<file path="src/rtl/fir_pkg.sv">
// Shared constants and the rounding helper for the FIR output stage.
package fir_pkg;

    localparam int FIR_Y_W   = 9;
    localparam int SUM_W     = FIR_Y_W + 1;
    localparam int DECIM_DEF = 2;
    localparam int OUT_W_DEF = 6;
    localparam int DEPTH_DEF = 4;

    // Round-half-up then drop s LSBs; kept SUM_W wide so a carry past OUT_W stays visible.
    function automatic logic [SUM_W-1:0] round_shift(input logic [FIR_Y_W-1:0] y, input int s);
        logic [SUM_W-1:0] sum;
        sum = {1'b0, y};
        if (s > 0) sum = sum + (SUM_W'(1) << (s - 1));
        return sum >> s;
    endfunction

endpackage

</file>
<file path="src/rtl/fir_output_stage_if.sv">
// Sample-in / FIFO-out bundle of the FIR output stage; slave is the stage, master its environment.
interface fir_output_stage_if
    import fir_pkg::*;
#(
    parameter int OUT_W = OUT_W_DEF,
    parameter int DEPTH = DEPTH_DEF
);

    localparam int CNT_W = $clog2(DEPTH + 1);

    logic [FIR_Y_W-1:0] i_y_n;
    logic               i_y_valid;
    logic               i_clr_ovf;
    logic [OUT_W-1:0]   o_data;
    logic               o_valid;
    logic               i_ready;
    logic [CNT_W-1:0]   o_count;
    logic               o_overflow;

    modport master (
        output i_y_n, i_y_valid, i_clr_ovf, i_ready,
        input  o_data, o_valid, o_count, o_overflow
    );

    modport slave (
        input  i_y_n, i_y_valid, i_clr_ovf, i_ready,
        output o_data, o_valid, o_count, o_overflow
    );

endinterface

</file>
<file path="src/rtl/fir_out_fifo.sv">
// Show-ahead FIFO; a push into a full FIFO is dropped unless a pop frees a slot in the same cycle.
module fir_out_fifo #(
    parameter int WIDTH = 6,
    parameter int DEPTH = 4
) (
    input  logic                       clk,
    input  logic                       rst_n,
    input  logic                       push,
    input  logic [WIDTH-1:0]           wdata,
    input  logic                       pop,
    output logic [WIDTH-1:0]           rdata,
    output logic                       valid,
    output logic [$clog2(DEPTH+1)-1:0] count,
    output logic                       dropped
);

    localparam int AW = $clog2(DEPTH);
    localparam int CW = $clog2(DEPTH + 1);

    logic [WIDTH-1:0] mem [DEPTH];
    logic [AW-1:0]    wr_ptr;
    logic [AW-1:0]    rd_ptr;
    logic [CW-1:0]    cnt;
    logic             full;
    logic             empty;
    logic             do_push;
    logic             do_pop;

    // NOTE: every signal here is assigned on every path, so no latch is inferred.
    always_comb begin
        full    = (cnt == CW'(DEPTH));
        empty   = (cnt == '0);
        do_pop  = pop && !empty;
        do_push = push && (!full || do_pop);
    end

    // NOTE: non-blocking assignments so all registers update from pre-edge values.
    always_ff @(posedge clk or negedge rst_n) begin
        if (!rst_n) begin
            wr_ptr <= '0;
            rd_ptr <= '0;
            cnt    <= '0;
        end else begin
            if (do_push) wr_ptr <= wr_ptr + AW'(1);
            if (do_pop)  rd_ptr <= rd_ptr + AW'(1);
            case ({do_push, do_pop})
                2'b10:   cnt <= cnt + CW'(1);
                2'b01:   cnt <= cnt - CW'(1);
                default: cnt <= cnt;
            endcase
        end
    end

    // NOTE: storage is not reset; an empty FIFO masks it, so stale entries are never seen.
    always_ff @(posedge clk) begin
        if (do_push) mem[wr_ptr] <= wdata;
    end

    assign rdata   = empty ? '0 : mem[rd_ptr];
    assign valid   = !empty;
    assign count   = cnt;
    assign dropped = push && !do_push;

endmodule

</file>
<file path="src/rtl/fir_output_stage.sv">
// Decimates, rounds and queues FIR results. Define FIR_OUT_SAT_EN to saturate
// out-of-range rounded samples; otherwise they wrap to their low OUT_W bits.
module fir_output_stage
    import fir_pkg::*;
#(
    parameter int DECIM = DECIM_DEF,
    parameter int OUT_W = OUT_W_DEF,
    parameter int DEPTH = DEPTH_DEF
) (
    input  logic               i_CLK,
    input  logic               i_RST_N,
    fir_output_stage_if.slave  bus
);

    localparam int S    = FIR_Y_W - OUT_W;
    localparam int PH_W = (DECIM > 1) ? $clog2(DECIM) : 1;
    localparam int CW   = $clog2(DEPTH + 1);

    logic [PH_W-1:0]  phase;
    logic             keep;
    logic [OUT_W-1:0] rounded;
    logic             s1_push;
    logic [OUT_W-1:0] s1_data;
    logic             fifo_pop;
    logic             fifo_dropped;
    logic             fifo_valid;
    logic [OUT_W-1:0] fifo_rdata;
    logic [CW-1:0]    fifo_count;
    logic             overflow;

    assign keep = bus.i_y_valid && (phase == '0);

    always_ff @(posedge i_CLK or negedge i_RST_N) begin
        if (!i_RST_N) begin
            phase <= '0;
        end else if (bus.i_y_valid) begin
            phase <= (phase == PH_W'(DECIM - 1)) ? '0 : phase + PH_W'(1);
        end
    end

`ifdef FIR_OUT_SAT_EN
    localparam logic [SUM_W-1:0] MAX_CODE = SUM_W'((1 << OUT_W) - 1);
    logic [SUM_W-1:0] scaled;

    always_comb begin
        scaled  = round_shift(bus.i_y_n, S);
        rounded = (scaled > MAX_CODE) ? OUT_W'(MAX_CODE) : OUT_W'(scaled);
    end
`else
    always_comb begin
        rounded = OUT_W'(round_shift(bus.i_y_n, S));
    end
`endif

    // Stage 1: register the rounded sample; the FIFO write is stage 2.
    always_ff @(posedge i_CLK or negedge i_RST_N) begin
        if (!i_RST_N) begin
            s1_push <= 1'b0;
            s1_data <= '0;
        end else begin
            s1_push <= keep;
            s1_data <= rounded;
        end
    end

    assign fifo_pop = fifo_valid && bus.i_ready;

    fir_out_fifo #(
        .WIDTH (OUT_W),
        .DEPTH (DEPTH)
    ) u_fifo (
        .clk     (i_CLK),
        .rst_n   (i_RST_N),
        .push    (s1_push),
        .wdata   (s1_data),
        .pop     (fifo_pop),
        .rdata   (fifo_rdata),
        .valid   (fifo_valid),
        .count   (fifo_count),
        .dropped (fifo_dropped)
    );

    // A drop in the same cycle as a clear request leaves the flag set.
    always_ff @(posedge i_CLK or negedge i_RST_N) begin
        if (!i_RST_N) begin
            overflow <= 1'b0;
        end else if (fifo_dropped) begin
            overflow <= 1'b1;
        end else if (bus.i_clr_ovf) begin
            overflow <= 1'b0;
        end
    end

    assign bus.o_data     = fifo_rdata;
    assign bus.o_valid    = fifo_valid;
    assign bus.o_count    = fifo_count;
    assign bus.o_overflow = overflow;

endmodule

</file>
<file path="src/flat_wrapper.sv">
// flat-port wrapper written by rule: the top's interface ports become plain ports
module fir_output_stage_flat import fir_pkg::*;
#(
    parameter int DECIM = DECIM_DEF,
    parameter int OUT_W = OUT_W_DEF,
    parameter int DEPTH = DEPTH_DEF
)
  (i_CLK, i_RST_N, bus_i_y_n, bus_i_y_valid, bus_i_clr_ovf, bus_i_ready, bus_o_data, bus_o_valid, bus_o_count, bus_o_overflow);
  fir_output_stage_if #(.OUT_W(OUT_W), .DEPTH(DEPTH)) bus_i ();
  input  logic i_CLK;
  input  logic i_RST_N;
  input wire logic [$bits(bus_i.i_y_n)-1:0] bus_i_y_n;
  input wire logic [$bits(bus_i.i_y_valid)-1:0] bus_i_y_valid;
  input wire logic [$bits(bus_i.i_clr_ovf)-1:0] bus_i_clr_ovf;
  input wire logic [$bits(bus_i.i_ready)-1:0] bus_i_ready;
  output wire logic [$bits(bus_i.o_data)-1:0] bus_o_data;
  output wire logic [$bits(bus_i.o_valid)-1:0] bus_o_valid;
  output wire logic [$bits(bus_i.o_count)-1:0] bus_o_count;
  output wire logic [$bits(bus_i.o_overflow)-1:0] bus_o_overflow;
  assign bus_i.i_y_n = bus_i_y_n;
  assign bus_i.i_y_valid = bus_i_y_valid;
  assign bus_i.i_clr_ovf = bus_i_clr_ovf;
  assign bus_i.i_ready = bus_i_ready;
  assign bus_o_data = bus_i.o_data;
  assign bus_o_valid = bus_i.o_valid;
  assign bus_o_count = bus_i.o_count;
  assign bus_o_overflow = bus_i.o_overflow;
  fir_output_stage #(.DECIM(DECIM), .OUT_W(OUT_W), .DEPTH(DEPTH)) u_core (.i_CLK(i_CLK), .i_RST_N(i_RST_N), .bus(bus_i));
endmodule
</file>
<file path="config.mk">
export PLATFORM = sky130hd
export DESIGN_NAME = fir_output_stage_flat
export DESIGN_NICKNAME = d
export VERILOG_FILES = /design/src/rtl/fir_pkg.sv /design/src/rtl/fir_output_stage_if.sv /design/src/rtl/fir_out_fifo.sv /design/src/rtl/fir_output_stage.sv /design/src/flat_wrapper.sv
export SDC_FILE = /design/constraint.sdc
export NUM_CORES = 1
export LEC_CHECK = 0
export BUFFER_PORTS_ARGS = -buffer_cell sky130_fd_sc_hd__buf_4
export CAP_MARGIN = 25
export CORE_MARGIN = 4
export CORE_UTILIZATION = 59
export CTS_CLUSTER_DIAMETER = 150
export DETAILED_ROUTE_END_ITERATION = 12
export GPL_ROUTABILITY_DRIVEN = 0
export HOLD_SLACK_MARGIN = 0.15
export PLACE_DENSITY = 0.84
export SETUP_SLACK_MARGIN = 0.5
export SLEW_MARGIN = 20
export SYNTH_ARGS = -nofsm -noshare
export SYNTH_HDL_FRONTEND = slang
export SYNTH_SLANG_ARGS = --single-unit
</file>
<file path="constraint.sdc">
create_clock -name i_CLK -period 3.1 [get_ports i_CLK]
set_input_delay 0.31 -clock i_CLK [delete_from_list [all_inputs] [get_ports i_CLK]]
set_output_delay 0.31 -clock i_CLK [all_outputs]
set_load 0.02 [all_outputs]
</file>
### After elaboration in Yosys (flattened, before gate mapping)

Memory sizes are Yosys's and may differ from the RTL's.
Cells that the tools add are included.

* register bits after elaboration: 16
* RAM bits: 24
* output and inout port bits: 11
* logic and storage cells: 37
* memories: 1

Memories
* u_core.u_fifo.mem: depth 4, bits a word 6, read ports 1, clocked after Yosys merged registers in 0, wr ports 1, line fir_out_fifo.sv:20 `logic [WIDTH-1:0] mem [DEPTH];`

* add/sub/neg operators: 6
* eq/ne operators: 3
* muxes and demuxes: 7
* bitwise operators: 1
* reductions and logical operators: 12

Operator list (count)
* adder 9 x 3 -> 9 bit (second input constant): 1
* 2-to-1 mux 6 bit: 1
* one-hot mux 3 bit (2 select lines): 1
* logical AND 1 bit: 5
* 2-to-1 mux 1 bit: 5
* adder 2 x 1 -> 2 bit (second input constant): 2
* nonzero test 2 bit: 2
* adder 3 x 1 -> 3 bit (second input constant): 1
* equality test 3 bit (second input constant): 1
* zero test 1 bit: 3
* zero test 3 bit: 1
* subtractor 3 x 1 -> 3 bit (second input constant): 1
* equality test 2 x 1 -> 1 bit (second input constant): 1
* equality test 2 bit (second input constant): 1
* adder 1 bit (second input constant): 1
* logical OR 1 bit: 1
* inverter 1 bit: 1

### Longest topological paths before layout

Gate-level depths: netlist (run 1).

* word-level depth: 9
* depth in mapped cells: 9
* gate-level depth less buffers: 9

### By module

From an unflattened synthesis (run 1), not the netlist that was laid out.

* cell total of the unflattened synthesis: 102
* area total of the unflattened synthesis: 1696.6 µm²

By module, submodules not included
* fir_out_fifo: instances 1, cells an instance 77, area each 1356.3 µm², sequential area each 895.9 µm²
* fir_output_stage: instances 1, cells an instance 25, area each 340.3 µm², sequential area each 225.2 µm²

### Worst setup path after synthesis (run 1)

No wires, ideal clock.

* kind: flip-flop to flip-flop
* from: register u_core.u_fifo.cnt[0], in the netlist u_core.u_fifo.count[0]
* to: register u_core.u_fifo.cnt[2], in the netlist u_core.u_fifo.count[2]
* library setup time: 0.132 ns
* arrival time: 1.927 ns
* slack: 1.042 ns
* stages on the path, launching flop included: 10
* path buffers: 1
* clock period less this slack: 2.058 ns
* path through: dfrtp_1 -> or3_1 -> buf_6 -> and2_4 -> ha_1 -> inv_1 -> fa_1 -> xor2_1 -> nor2_1 -> xor2_1

* cells in the longest elaborated chain, start to end: 8
* elaborated cells on any way between the ends: 14

Ends and longest elaborated chain
* start, declared: line fir_out_fifo.sv:23 `logic [CW-1:0] cnt;`
* start signal, assigned: line fir_out_fifo.sv:47 `2'b10: cnt <= cnt + CW'(1);`
* start signal, assigned: line fir_out_fifo.sv:48 `2'b01: cnt <= cnt - CW'(1);`
* start signal, assigned: line fir_out_fifo.sv:49 `default: cnt <= cnt;`
* zero test 3 bit (*): line fir_out_fifo.sv:32 `empty = (cnt == '0);`
* zero test 1 bit (*): line fir_out_fifo.sv:60 `assign valid = !empty;`
* net bus_o_valid: line flat_wrapper.sv:17 `output wire logic [$bits(bus_i.o_valid)-1:0] bus_o_valid;`
* logical AND 1 bit: line fir_output_stage.sv:66 `assign fifo_pop = fifo_valid && bus.i_ready;`
* logical AND 1 bit (*): line fir_out_fifo.sv:33 `do_pop = pop && !empty;`
* net u_core.u_fifo.do_pop: line fir_out_fifo.sv:27 `logic do_pop;`
* logical OR 1 bit: line fir_out_fifo.sv:34 `do_push = push && (!full || do_pop);`
* logical AND 1 bit: line fir_out_fifo.sv:34
* equality test 2 x 1 -> 1 bit or equality test 2 bit (tied branches): line fir_out_fifo.sv:46 `case ({do_push, do_pop})`
* one-hot mux 3 bit (2 select lines) or nonzero test 2 bit (tied branches)

Mark *: on every way through the listed nets, which the timed path passes. The rest lies on a longest branch.
A chain may end at the register's enable or synchronous reset.

### Worst setup path after layout (run 1)

* from: register u_core.u_fifo.rd_ptr[0]
* to: output port bus_o_data[5]

* cells in the longest elaborated chain, start to end: 2

Ends and longest elaborated chain
* start, declared: line fir_out_fifo.sv:22 `logic [AW-1:0] rd_ptr;`
* start signal, assigned: line fir_out_fifo.sv:45 `if (do_pop) rd_ptr <= rd_ptr + AW'(1);`
* memory (4 x 6 bit)
* 2-to-1 mux 6 bit: line fir_out_fifo.sv:59 `assign rdata = empty ? '0 : mem[rd_ptr];`
* end, declared: line flat_wrapper.sv:16 `output wire logic [$bits(bus_i.o_data)-1:0] bus_o_data;`

Every way passes these cells.

==> results of run 1 <==
-- where the power goes --
group / switching (mW) / internal [mW] / total [mW]
sequential: 0.111 / 0.687 / 0.798
clock: 0.157 / 0.182 / 0.339
combinational: 0.311 / 0.343 / 0.654
total: 0.580 / 1.21 / 1.79
-- metal layers --
| metal | GRT usage, % | routed length [um] |
|---|---|---|
| met1 | 20.2 | 1100 |
| met2 | 28.9 | 1430 |
| met3 | 4.40 | 121 |
| met4 | 8.18 | 45 |
| met5 | 0 | 0 |
-- worst min path at each step --
stage	endpoint	slack, ns	cells past startpoint
global route	u_core.s1_data[2]	0.17	2
finish	u_core.s1_data[2]	0.18	2
global placement	u_core.u_fifo.count[2]	0.17	1
detailed placement	u_core.u_fifo.count[2]	0.18	1
floorplan	u_core.bus.o_overflow	0.01	0
CTS	u_core.s1_data[1]	0.15	2
-- timing repair --
action	CTS	global route
buffers inserted	0	0
hold buffers	6	1
endpoints found under the hold margin	21	1
-- cell type report --
cell class	count	area (um^2)	share of cell area [%]
Clock buffer	8	90.1	4.44
Multi-Input combinational cell	52	515	25.4
Sequential cell	40	1120	55.3
Tap cell	31	38.8	1.91
Inverter	7	26.3	1.30
Timing Repair Buffer	29	235	11.6
-- placed cells by master, fill, tap and decap left out --
cell	synthesis	routed
edfxtp_1	24	24
nor2b_2	1	1
and2_1	4	4
and2_4	1	1
o21ai_0	1	1
clkbuf_8	0	2
buf_4	1	22
fa_1	1	1
mux2_2	1	1
mux4_2	6	6
dfrtp_1	16	16
mux2i_1	1	1
dlygate4sd3_1	0	7
xnor2_1	5	5
ha_1	6	6
clkbuf_4	0	5
inv_1	7	7
xor2_1	7	7
nor2b_1	1	1
clkbuf_16	0	1
nor2_1	3	3
nor4b_2	1	1
nand3_1	4	4
nand2_1	2	2
or3_1	1	1
and2_2	6	6
-- worst max-delay path, delay by kind of cell (launching register included) --
| kind | cells | cell delay, ns |
|---|---|---|
| buffers and inverters | 1 | 0.15 |
| multiplexers | 1 | 0.57 |
| flip-flops | 1 | 0.65 |
| AND/OR/NAND/NOR | 1 | 0.20 |
-- cells by family after synthesis --
kind of cell | synth area share, %
compound gates | 0.297
mux | 9.28
simple gates | 9.13
flops | 66.5
buf+inv | 2.90
xor+xnor | 6.24
fa+ha+maj | 5.64
-- Yosys cell counts, types with 2 or more instances --
master / n
edfxtp_1: 24
dfrtp_1: 16
inv_1: 7
xor2_1: 7
and2_2: 6
ha_1: 6
mux4_2: 6
xnor2_1: 5
and2_1: 4
nand3_1: 4
nor2_1: 3
nand2_1: 2
-- flip-flops by register name, summed over array words and instances, names as in the netlist --
name	cells
u_core.u_fifo.wr_ptr	2
u_core.phase	1
u_core.bus.o_overflow	1
u_core.u_fifo.count	3
u_core.s1_data	6
u_core.u_fifo.rd_ptr	2
u_core.u_fifo.mem	24
u_core.s1_push	1
-- per-stage QoR --
step / setup slack, ns / instances / util (%)
6_report: 0.886 / 167 / 74.1
3_5_place_dp: 0.975 / 152 / 68.3
3_3_place_gp: 1.03 / 152 / 68.3
2_1_floorplan: 1.04 / 102 / -
4_1_cts: 0.826 / 166 / 73.8
5_1_grt: 0.763 / 167 / 74.1
==> results.md, run 1 <==
* Die height at 61.4 um
* Minimum clock period at 2.21 ns
* Critical R2R Capture: u_core.u_fifo.count[2]
* Worst Path Arrival at 1.90 ns
* Post-synthesis cell area at 1690 um^2
* Cts repair resizes at 0
* Total negative setup slack at 0 ns
* Non-Filler Cell Area, Final at 2030 um^2
* Power per cell area at 884 nW/um^2
* Worst r2r path cells at 9
* CP max stage delay at 0.65 ns
* Worst setup path start: u_core.u_fifo.rd_ptr[0]
* Fraction of layout cells with a size suffix above 1 at 33.8%
* Slew @ Worst Pin at 0.473 ns
* Die footprint at 3780 um^2
* Max Cap Viol at 0
* ANT nets after route at 0
* Lkg Pwr at 0.825 nW
* Slew headroom at 68.5%
* RSZ-0062 raised after global routing: no
* Total CTS buffers at 5
* Crit share post-route at 71.4%
* Critical Path Sink Type: output port
* CP max-delay cell: dfrtp_1
* Max-slew violations at 0
* Initial antenna violation count at 0
* Yosys reg bits at 40
* Hold path startpoint: bus_i_y_n[5]
* Vias per inst at 5.33
* CP startpoint kind: flip-flop
* Detailed Route Iter0 Violations at 13
* Tot Pwr at 1.79 mW
* DR WL/cell at 16.1 um
* Total Routing Usage GR at 17.0%
* Root Driver: clkbuf_4
* Area leader, netlist: edfxtp_1
* Yosys top cell area share at 42.8%
* Clock transition at path regs at 0.11 ns
* Gr ovfl total at 0
* Most common flop cell mapped by yosys: edfxtp_1
* Ports at 25
* Pre-antenna DRT Iters at 6
* Final HPWL from detailed placement at 1970 um
* Placed cell area at 1870 um^2
* Vias in the first global route at 941
* Outcome: finished, final reports clean
* Largest net degree at the start of global routing at 17
* Max VDD drop at 0.769 mV
* Longest Clk Path Bufs at 2
* R2R Setup Slk at 0.95 ns
* Critical Path Fanout Max at 8
* Synth warn at 0
* Area grow syn2layout at 20.3%
* Post-synthesis area per instance at 16.5 um^2
* Seq/Total Area, Yosys at 66.5%
* Final nets at 156
* CORE AREA at 2730 um^2
* Cell Chain, Critical Path: mux4_2, and2_2, buf_4
* Min Hold Slack at 0.182 ns
* Netlist cell types at 24
* Kind of critical path: reg2out
* Setup violations, final at 0
* Core Rows at 19
* Worst skew pair latency at 0.33 ns
* First-pass GRT wire length at 4380 um
* CP Capture Point: bus_o_data[5]
* Worst clock skew at 0.00766 ns
* Net Count, Synth at 123
* Syn Inst Count at 102
* Worst hold-check path type: in2reg
* Highest Clock Rate at 452 MHz
* H-tree depth at 2
* Hold Vio Cnt, Final at 0
* EDFF count, synth at 24
* Via Count at 890
* CTS tree: yes
* Worst EP required at 2.79 ns
* Starting Density at 61.6%
* Drt drc at 0
* Async set-reset flop share out of synthesis at 40.0%
* # diodes at 0
* Total wire length at 2690 um
* # fillers at 176
* Input/output buffers at 22
* Largest cells by area after synthesis: edfxtp_1 (43%), dfrtp_1 (24%), mux4_2 (8.0%)
* Die width at 61.4 um
* Clock Sinks at 40
* FF-to-FF Start: u_core.u_fifo.count[0]
(Power assumes the default switching activity.)
==> run 2: changes to the inputs <==
ABC_AREA = 1   (was unset)
CORE_UTILIZATION = 56   (was 59)
PLACE_DENSITY = 0.8   (was 0.84)
clock period = 2.05 ns   (was 3.1 ns; I/O delays follow)
==> run 2 against run 1 <==
Core utilization increased by 12 points. Non-clock buffer count rose by 26. Critical path depth increased by 7. Die area rose by 12%. Via count up 67%. Cell count up 75%. Worst hold slack better by 0.019 ns. Total power rose by 110%. Critical endpoint is now u_core.u_fifo.count[2]. Design area rose by 31%.
==> results.md, run 2 <==
* EDFF count, synth at 24 (unchanged)
* Ports at 25 (unchanged)
* Largest net degree at the start of global routing at 17 (unchanged)
* Slew headroom at 77.1% (+8.6 points)
* R2R Setup Slk at 0.29 ns (-0.66 ns)
* Clock transition at path regs at 0.12 ns (about the same)
* Minimum clock period at 1.76 ns
* Area grow syn2layout at 45.8%
* Fraction of layout cells with a size suffix above 1 at 45.2% (+11 points)
* Worst clock skew at 0.0264 ns (+0.0188 ns)
* First-pass GRT wire length at 6410 um (+46%)
* Worst r2r path cells at 10 (+1)
* Kind of critical path: reg2reg
* # diodes at 0 (unchanged)
* Lkg Pwr at 1.25 nW (+51%)
* CTS tree: yes
* Non-Filler Cell Area, Final at 2650 um^2 (+31%)
* Detailed Route Iter0 Violations at 93 (+80)
* Slew @ Worst Pin at 0.344 ns (-0.129 ns)
* Worst EP required at 2.32 ns (-0.47 ns)
* Tot Pwr at 3.71 mW (+110%)
* Synth warn at 0 (unchanged)
* Yosys reg bits at 40 (unchanged)
* Finished Core Util at 86.2% (+12 points)
* Outcome: finished, final reports clean
* Max VDD drop at 0.824 mV (+7.1%)
* DR WL/cell at 16.0 um (-0.48%)
* Worst hold-check path type: in2reg
* Most common flop cell mapped by yosys: edfxtp_1
* Critical Path Fanout Max at 3 (-5)
* Worst setup path start: u_core.u_fifo.count[1]
* CP startpoint kind: flip-flop
* Top cells by count, synth: nand2_1 (49), inv_1 (43), edfxtp_1 (24), nand3_1 (17), dfrtp_1 (16)
* Net Count, Synth at 209 (+70%)
* Clock Sinks at 40 (unchanged)
* Highest Clock Rate at 568 MHz
* Die width at 65.0 um (+5.8%)
* ANT nets after route at 0 (unchanged)
* Total Routing Usage GR at 20.5% (+3.5 points)
* Total CTS buffers at 5 (unchanged)
* Number of flip-flops in the largest register at 24 (unchanged)
* Reg with most FFs: u_core.u_fifo.mem
* Max Cap Viol at 0 (unchanged)
* Yosys top cell area share at 39.6% (-3.2 points)
* Core Rows at 20 (+1)
* Seq/Total Area, Yosys at 61.6% (-4.9 points)
* Post-synthesis cell area at 1820 um^2 (+8.0%)
* Hold Vio Cnt, Final at 0 (unchanged)
* H-tree depth at 2 (unchanged)
* Netlist cell types at 17 (-29%)
* Die height at 65.0 um (+5.8%)
* CORE AREA at 3080 um^2 (+13%)
* Initial antenna violation count at 0 (unchanged)
* Final nets at 268 (+72%)
* Vias per inst at 5.10 (-4.4%)
* Worst Path Arrival at 2.03 ns (+0.13 ns)
* Via Count at 1488 (+67%)
* Drt drc at 0 (unchanged)
* Count leader, synth: nand2_1
* Post-synthesis area per instance at 9.68 um^2 (-41%)
* Largest cells by area after synthesis: edfxtp_1 (40%), dfrtp_1 (22%), nand2_1 (10%)
* Setup violations, final at 0 (unchanged)
* Power per cell area at 1400 nW/um^2 (+58%)
* Total wire length at 4680 um (+74%)
* Critical Path Sink Type: flip-flop
* Worst skew pair latency at 0.37 ns (+0.04 ns)
* Total negative setup slack at 0 ns (unchanged)
* Most frequent cells in the layout: buf_4 (37), inv_1 (36), nand2_1 (31)
* Async set-reset flop share out of synthesis at 40.0% (unchanged)
* Vias in the first global route at 1502 (+60%)
* Longest Clk Path Bufs at 2 (unchanged)
* Syn Inst Count at 188 (+84%)
* Starting Density at 59.1% (-2.5 points)
* Die footprint at 4230 um^2 (+12%)
* CP Capture Point: u_core.u_fifo.count[2]
* Input/output buffers at 22 (unchanged)
* Placed cell area at 2080 um^2 (+11%)
* Root Driver: clkbuf_4
* Max-slew violations at 0 (unchanged)
* Crit share post-route at 85.8%
* Gr ovfl total at 0 (unchanged)
* RSZ-0062 raised after global routing: yes
* Final HPWL from detailed placement at 2460 um (+25%)
* Area leader, netlist: edfxtp_1
* Hold path startpoint: bus_i_y_n[2]
* Critical R2R Capture: u_core.u_fifo.count[2]
* Most common cell after layout, fill and taps aside: buf_4
* FF-to-FF Start: u_core.u_fifo.count[1]
* Pre-antenna DRT Iters at 4 (-2)
[run 2: per-layer routing]
layer	part of all wire, %	global-route usage (%)
met1	38	22.4
met2	55	36.5
met3	4.6	4.85
met4	2.1	11.1
met5	0	0
[run 2: layout make-up]
class | instances | area, um^2
fillers | 150 | 424
clock inverters | 2 | 15.0
repair buffers | 55 | 485
inverters | 44 | 175
well taps | 44 | 55.1
flip-flops and latches | 40 | 1130
multi-input cells | 101 | 744
clock buffers | 6 | 51.3
[run 2: worst min-delay path by stage]
| stage | end | slack (ns) | depth (start not counted) |
|---|---|---|---|
| final | u_core.s1_data[2] | 0.20 | 3 |
| after global routing | u_core.s1_data[2] | 0.21 | 3 |
| after CTS | u_core.bus.o_overflow | 0.15 | 4 |
| after detailed placement | u_core.u_fifo.rd_ptr[1] | 0.08 | 1 |
| after global placement | u_core.u_fifo.rd_ptr[1] | 0.07 | 1 |
| after floorplan | u_core.bus.o_overflow | -0.09 | 0 |
[run 2: cells by family after synthesis]
logic type	after synthesis	share of synthesized area, %
XOR/XNOR	5	2.41
adder cells (fa/ha/maj)	7	5.22
AND/OR/NAND/NOR	79	17.8
buffers and inverters	47	10.2
AO/OA/AOI/OAI	10	2.75
flip-flops	40	61.6
[run 2: per-stage QoR]
stage | std cells | setup WS, ns | hold slack [ns]
2_1_floorplan | 188 | 0.388 | -0.0906
3_3_place_gp | 252 | 0.386 | 0.0699
3_5_place_dp | 252 | 0.320 | 0.0779
4_1_cts | 285 | 0.378 | 0.154
5_1_grt | 292 | 0.243 | 0.211
6_report | 292 | 0.290 | 0.201
[run 2: timing repair]
item	CTS	global route
setup buffers	15	6
hold endpoints to repair	25	0
hold buffers	10	0
endpoints found under the setup margin	32	34
cloned	0	1
resized for setup	12	56
pin swaps	6	29
[run 2: where the power goes]
| group | switching, mW | internal, mW |
|---|---|---|
| Combinational | 1.15 | 0.943 |
| Clock | 0.275 | 0.166 |
| Sequential | 0.142 | 1.04 |
| Total | 1.56 | 2.15 |
[run 2: critical path, stage by stage, from the launching register on]
cell	delay (ns)
dfrtp_2	0.45
nor2_4	0.17
nand2_2	0.10
nand2_4	0.10
ha_4	0.16
inv_4	0.04
fa_2	0.36
nand2_2	0.11
nand3_2	0.08
nand2_1	0.06
nand2_1	0.05
==> run 3: changes to the inputs <==
SYNTH_HIERARCHICAL = 1   (was unset)
==> run 3 against run 2 <==
Register-to-register slack lost 0.26 ns. Clock-buffer cell count increased by 2. Fmax shrank 13%. Total power down 6.5%. Non-clock buffer count is 1 lower. Core utilization down 5.9 points. Wire length shrank 6.2%. Critical endpoint is now u_core/u_fifo/count[2].
==> results.md, run 3 <==
* Clock transition at path regs at 0.11 ns (about the same)
* Core Rows at 20 (unchanged)
* Max-slew violations at 0 (unchanged)
* Setup violations, final at 0 (unchanged)
* Largest cells by area after synthesis: edfxtp_1 (39%), dfrtp_1 (22%), inv_1 (9.5%)
* Reg with most FFs: u_core/u_fifo/mem
* Placed cell count at 261 (+3.6%)
* Worst clock skew at 0.00519 ns (-0.0212 ns)
* First-pass GRT wire length at 6640 um (+3.5%)
* ANT nets after route at 0 (unchanged)
* Seq pwr share at 33.8% (+2.0 points)
* Fraction of layout cells with a size suffix above 1 at 32.9% (-12 points)
* Detailed Route Iter0 Violations at 71 (-24%)
* Synth warn at 6 (+6)
* # diodes at 0 (unchanged)
* Layout Cells excl Fill at 296 (+1.4%)
* Post-Place Worst Slack at 0.0717 ns (-0.249 ns)
* Post-synthesis area per instance at 9.65 um^2 (-0.38%)
* Most frequent cells in the layout: nand2_1 (41), inv_1 (41), buf_4 (38)
* Worst hold-check path type: in2reg
* Clock Sinks at 40 (unchanged)
* Longest Clk Path Bufs at 2 (unchanged)
* Adder-cell area share of the yosys netlist at 5.11% (-0.12 points)
* Most common flop cell mapped by yosys: edfxtp_1
* Complex-gate fraction of the synthesized area at 3.56% (+0.81 points)
* Slew @ Worst Pin at 0.220 ns (-0.123 ns)
* CORE AREA at 3130 um^2 (+1.6%)
* Largest net degree at the start of global routing at 17 (unchanged)
* Pre-antenna DRT Iters at 4 (unchanged)
* Setup slack after layout at 0.0254 ns (-0.265 ns)
* Via Count at 1483 (-0.34%)
* Worst Path Arrival at 2.27 ns (+0.24 ns)
* FF-to-FF Start: u_core/u_fifo/count[1]
* Power per cell area at 1380 nW/um^2 (-1.2%)
* Final HPWL from detailed placement at 2480 um (+0.69%)
* Switching fraction of total power at 40.5% (-1.6 points)
* Post-synthesis cell area at 1860 um^2 (+2.3%)
* Async set-reset flop share out of synthesis at 40.0% (unchanged)
* Total wire length at 4390 um (-6.2%)
* Worst hold stages at 3 (unchanged)
* Max VDD drop at 0.778 mV (-5.6%)
* Max Cap Viol at 0 (unchanged)
* Outcome: finished, final reports clean
* Net Count, Synth at 214 (+2.4%)
* Vias in the first global route at 1471 (-2.1%)
* Die width at 65.7 um (+0.99%)
* Gr ovfl total at 0 (unchanged)
* Worst EP required at 2.29 ns (-0.03 ns)
* Worst setup path start: u_core/u_fifo/count[1]
* Final nets at 272 (+1.5%)
* Die height at 65.7 um (+0.99%)
* Kind of critical path: reg2reg
* Starting Density at 59.5% (+0.37 points)
* Post-synthesis mux area share at 0% (unchanged)
* Netlist cell types at 19 (+2)
* RSZ-0062 raised after global routing: yes
* Yosys reg bits at 40 (unchanged)
* Input/output buffers at 22 (unchanged)
* Syn Inst Count at 193 (+2.7%)
* Area leader, netlist: edfxtp_1
* CP Capture Point: u_core/u_fifo/count[2]
* XOR/XNOR Fraction of Synth Area at 2.82% (+0.42 points)
* Root Driver: clkbuf_4
* Top cells by count, synth: inv_1 (47), nand2_1 (47), edfxtp_1 (24), nand3_1 (19), dfrtp_1 (16)
* CTS tree: yes
* Total CTS buffers at 5 (unchanged)
* EDFF count, synth at 24 (unchanged)
* Clock network power share at 12.9% (+1.0 points)
* Highest Clock Rate at 494 MHz (-13%)
* Seq/Total Area, Yosys at 60.2% (-1.4 points)
* CP startpoint kind: flip-flop
* Main combinational cell family by area after synthesis: simple AND/OR/NAND/NOR gates
* Switching power at 1.41 mW (-10%)
* Worst skew pair latency at 0.34 ns (-0.03 ns)
* Critical Path Sink Type: flip-flop
* Drt drc at 0 (unchanged)
* Vias per inst at 5.01 (-1.7%)
* Die footprint at 4310 um^2 (+2.0%)
* R2R Setup Slk at 0.03 ns (-0.26 ns)
* Ports at 25 (unchanged)
* Minimum clock period at 2.02 ns (+0.265 ns)
* Crit share post-route at 98.8% (+13 points)
* Hold Vio Cnt, Final at 0 (unchanged)
* Lkg Pwr at 1.20 nW (-3.6%)
* Total Routing Usage GR at 20.9% (+0.42 points)
* Initial antenna violation count at 0 (unchanged)
* Min Hold Slack at 0.175 ns (-0.0259 ns)
* Worst r2r path cells at 14 (+4)
* Yosys top cell area share at 38.7% (-0.88 points)
* H-tree depth at 2 (unchanged)
* Area grow syn2layout at 34.9%
* Slew headroom at 85.3% (+8.2 points)
* Comb pwr share at 53.3% (-3.0 points)
* Critical Path Fanout Max at 2 (-1)
* Internal power at 2.07 mW (-3.8%)
* DR WL/cell at 14.8 um (-7.5%)
* Post-synthesis simple-gate area fraction at 17.5% (-0.33 points)
* Number of flip-flops in the largest register at 24 (unchanged)
* Critical R2R Capture: u_core/u_fifo/count[2]
## run 3: changes by cell type in the layout (fill, tap and decap cells not counted), moves of 3 or more
| cell | before | now |
|---|---|---|
| nand2_4 | 8 | 1 |
| nand2_1 | 31 | 41 |
| nand3_1 | 4 | 18 |
| nor2_4 | 5 | 2 |
| nand2_2 | 10 | 5 |
| inv_1 | 36 | 41 |
| nand3_2 | 13 | 2 |
| inv_4 | 4 | 1 |
## run 3: stage by stage
step / cell area, um^2 / power [mW] / utilization [%] / TNS (ns)
floorplan: 1890 / 2.04 / - / 0
global placement: 2120 / 2.41 / 67.9 / 0
detailed placement: 2120 / 2.49 / 67.9 / 0
CTS: 2400 / 3.18 / 76.8 / 0
global route: 2510 / 3.69 / 80.3 / -0.0804
finish: 2510 / 3.47 / 80.3 / 0
## run 3: how the worst min path moves through the flow
stage | end | from | slack [ns]
after floorplan | u_core/bus.o_overflow | i_RST_N | -0.09
after global placement | u_core/bus.o_overflow | i_RST_N | 0.07
after detailed placement | u_core/phase | i_RST_N | 0.08
after CTS | u_core/s1_data[4] | bus_i_y_n[7] | 0.16
after global routing | u_core/s1_data[2] | bus_i_y_n[2] | 0.16
final | u_core/s1_data[2] | bus_i_y_n[2] | 0.18
## run 3: cell type report
type / count / area (um^2)
Timing Repair Buffer: 54 / 453
Sequential cell: 40 / 1130
Fill cell: 181 / 616
Tap cell: 44 / 55.1
Multi-Input combinational cell: 102 / 623
Inverter: 48 / 186
Clock buffer: 8 / 68.8
## run 3: power groups by stage
stage	Combinational [mW]	Clock [mW]	Sequential, mW
6_report	1.85	0.448	1.17
5_1_grt	2.01	0.494	1.19
3_5_place_dp	1.27	0	1.23
3_3_place_gp	1.21	0	1.21
2_1_floorplan	0.858	0	1.18
4_1_cts	1.56	0.449	1.17
## run 3: metal layers
| layer | track usage, % | part of all wire, % |
|---|---|---|
| met5 | 0 | 0 |
| met4 | 8.55 | 3.6 |
| met3 | 5.98 | 5.5 |
| met2 | 37.8 | 53 |
| met1 | 22.8 | 38 |
## run 3: repair_timing
item / CTS / global route
gates cloned: 0 / 0
pin swaps: 7 / 11
hold buffers: 9 / 1
gates resized for setup: 14 / 17
setup buffers: 11 / 6
endpoints found under the setup margin: 33 / 37
endpoints found under the hold margin: 24 / 1
## run 3: cells by family after synthesis
logic type / Yosys count
compound gates: 11
xor+xnor: 6
fa+ha+maj: 7
buf+inv: 51
flops: 40
simple gates: 78
## run 3: worst max-delay path: stages, from the launching register on
cell     delay [ns]
dfrtp_2        0.44
nor2_4         0.14
nand2_2        0.09
nand2_2        0.08
inv_2          0.05
nor2_2         0.12
nand2_2        0.10
nand2_4        0.09
ha_4           0.15
inv_4          0.04
fa_2           0.36
nand2_2        0.10
nand3_2        0.05
nand2_1        0.06
nand2_1        0.06
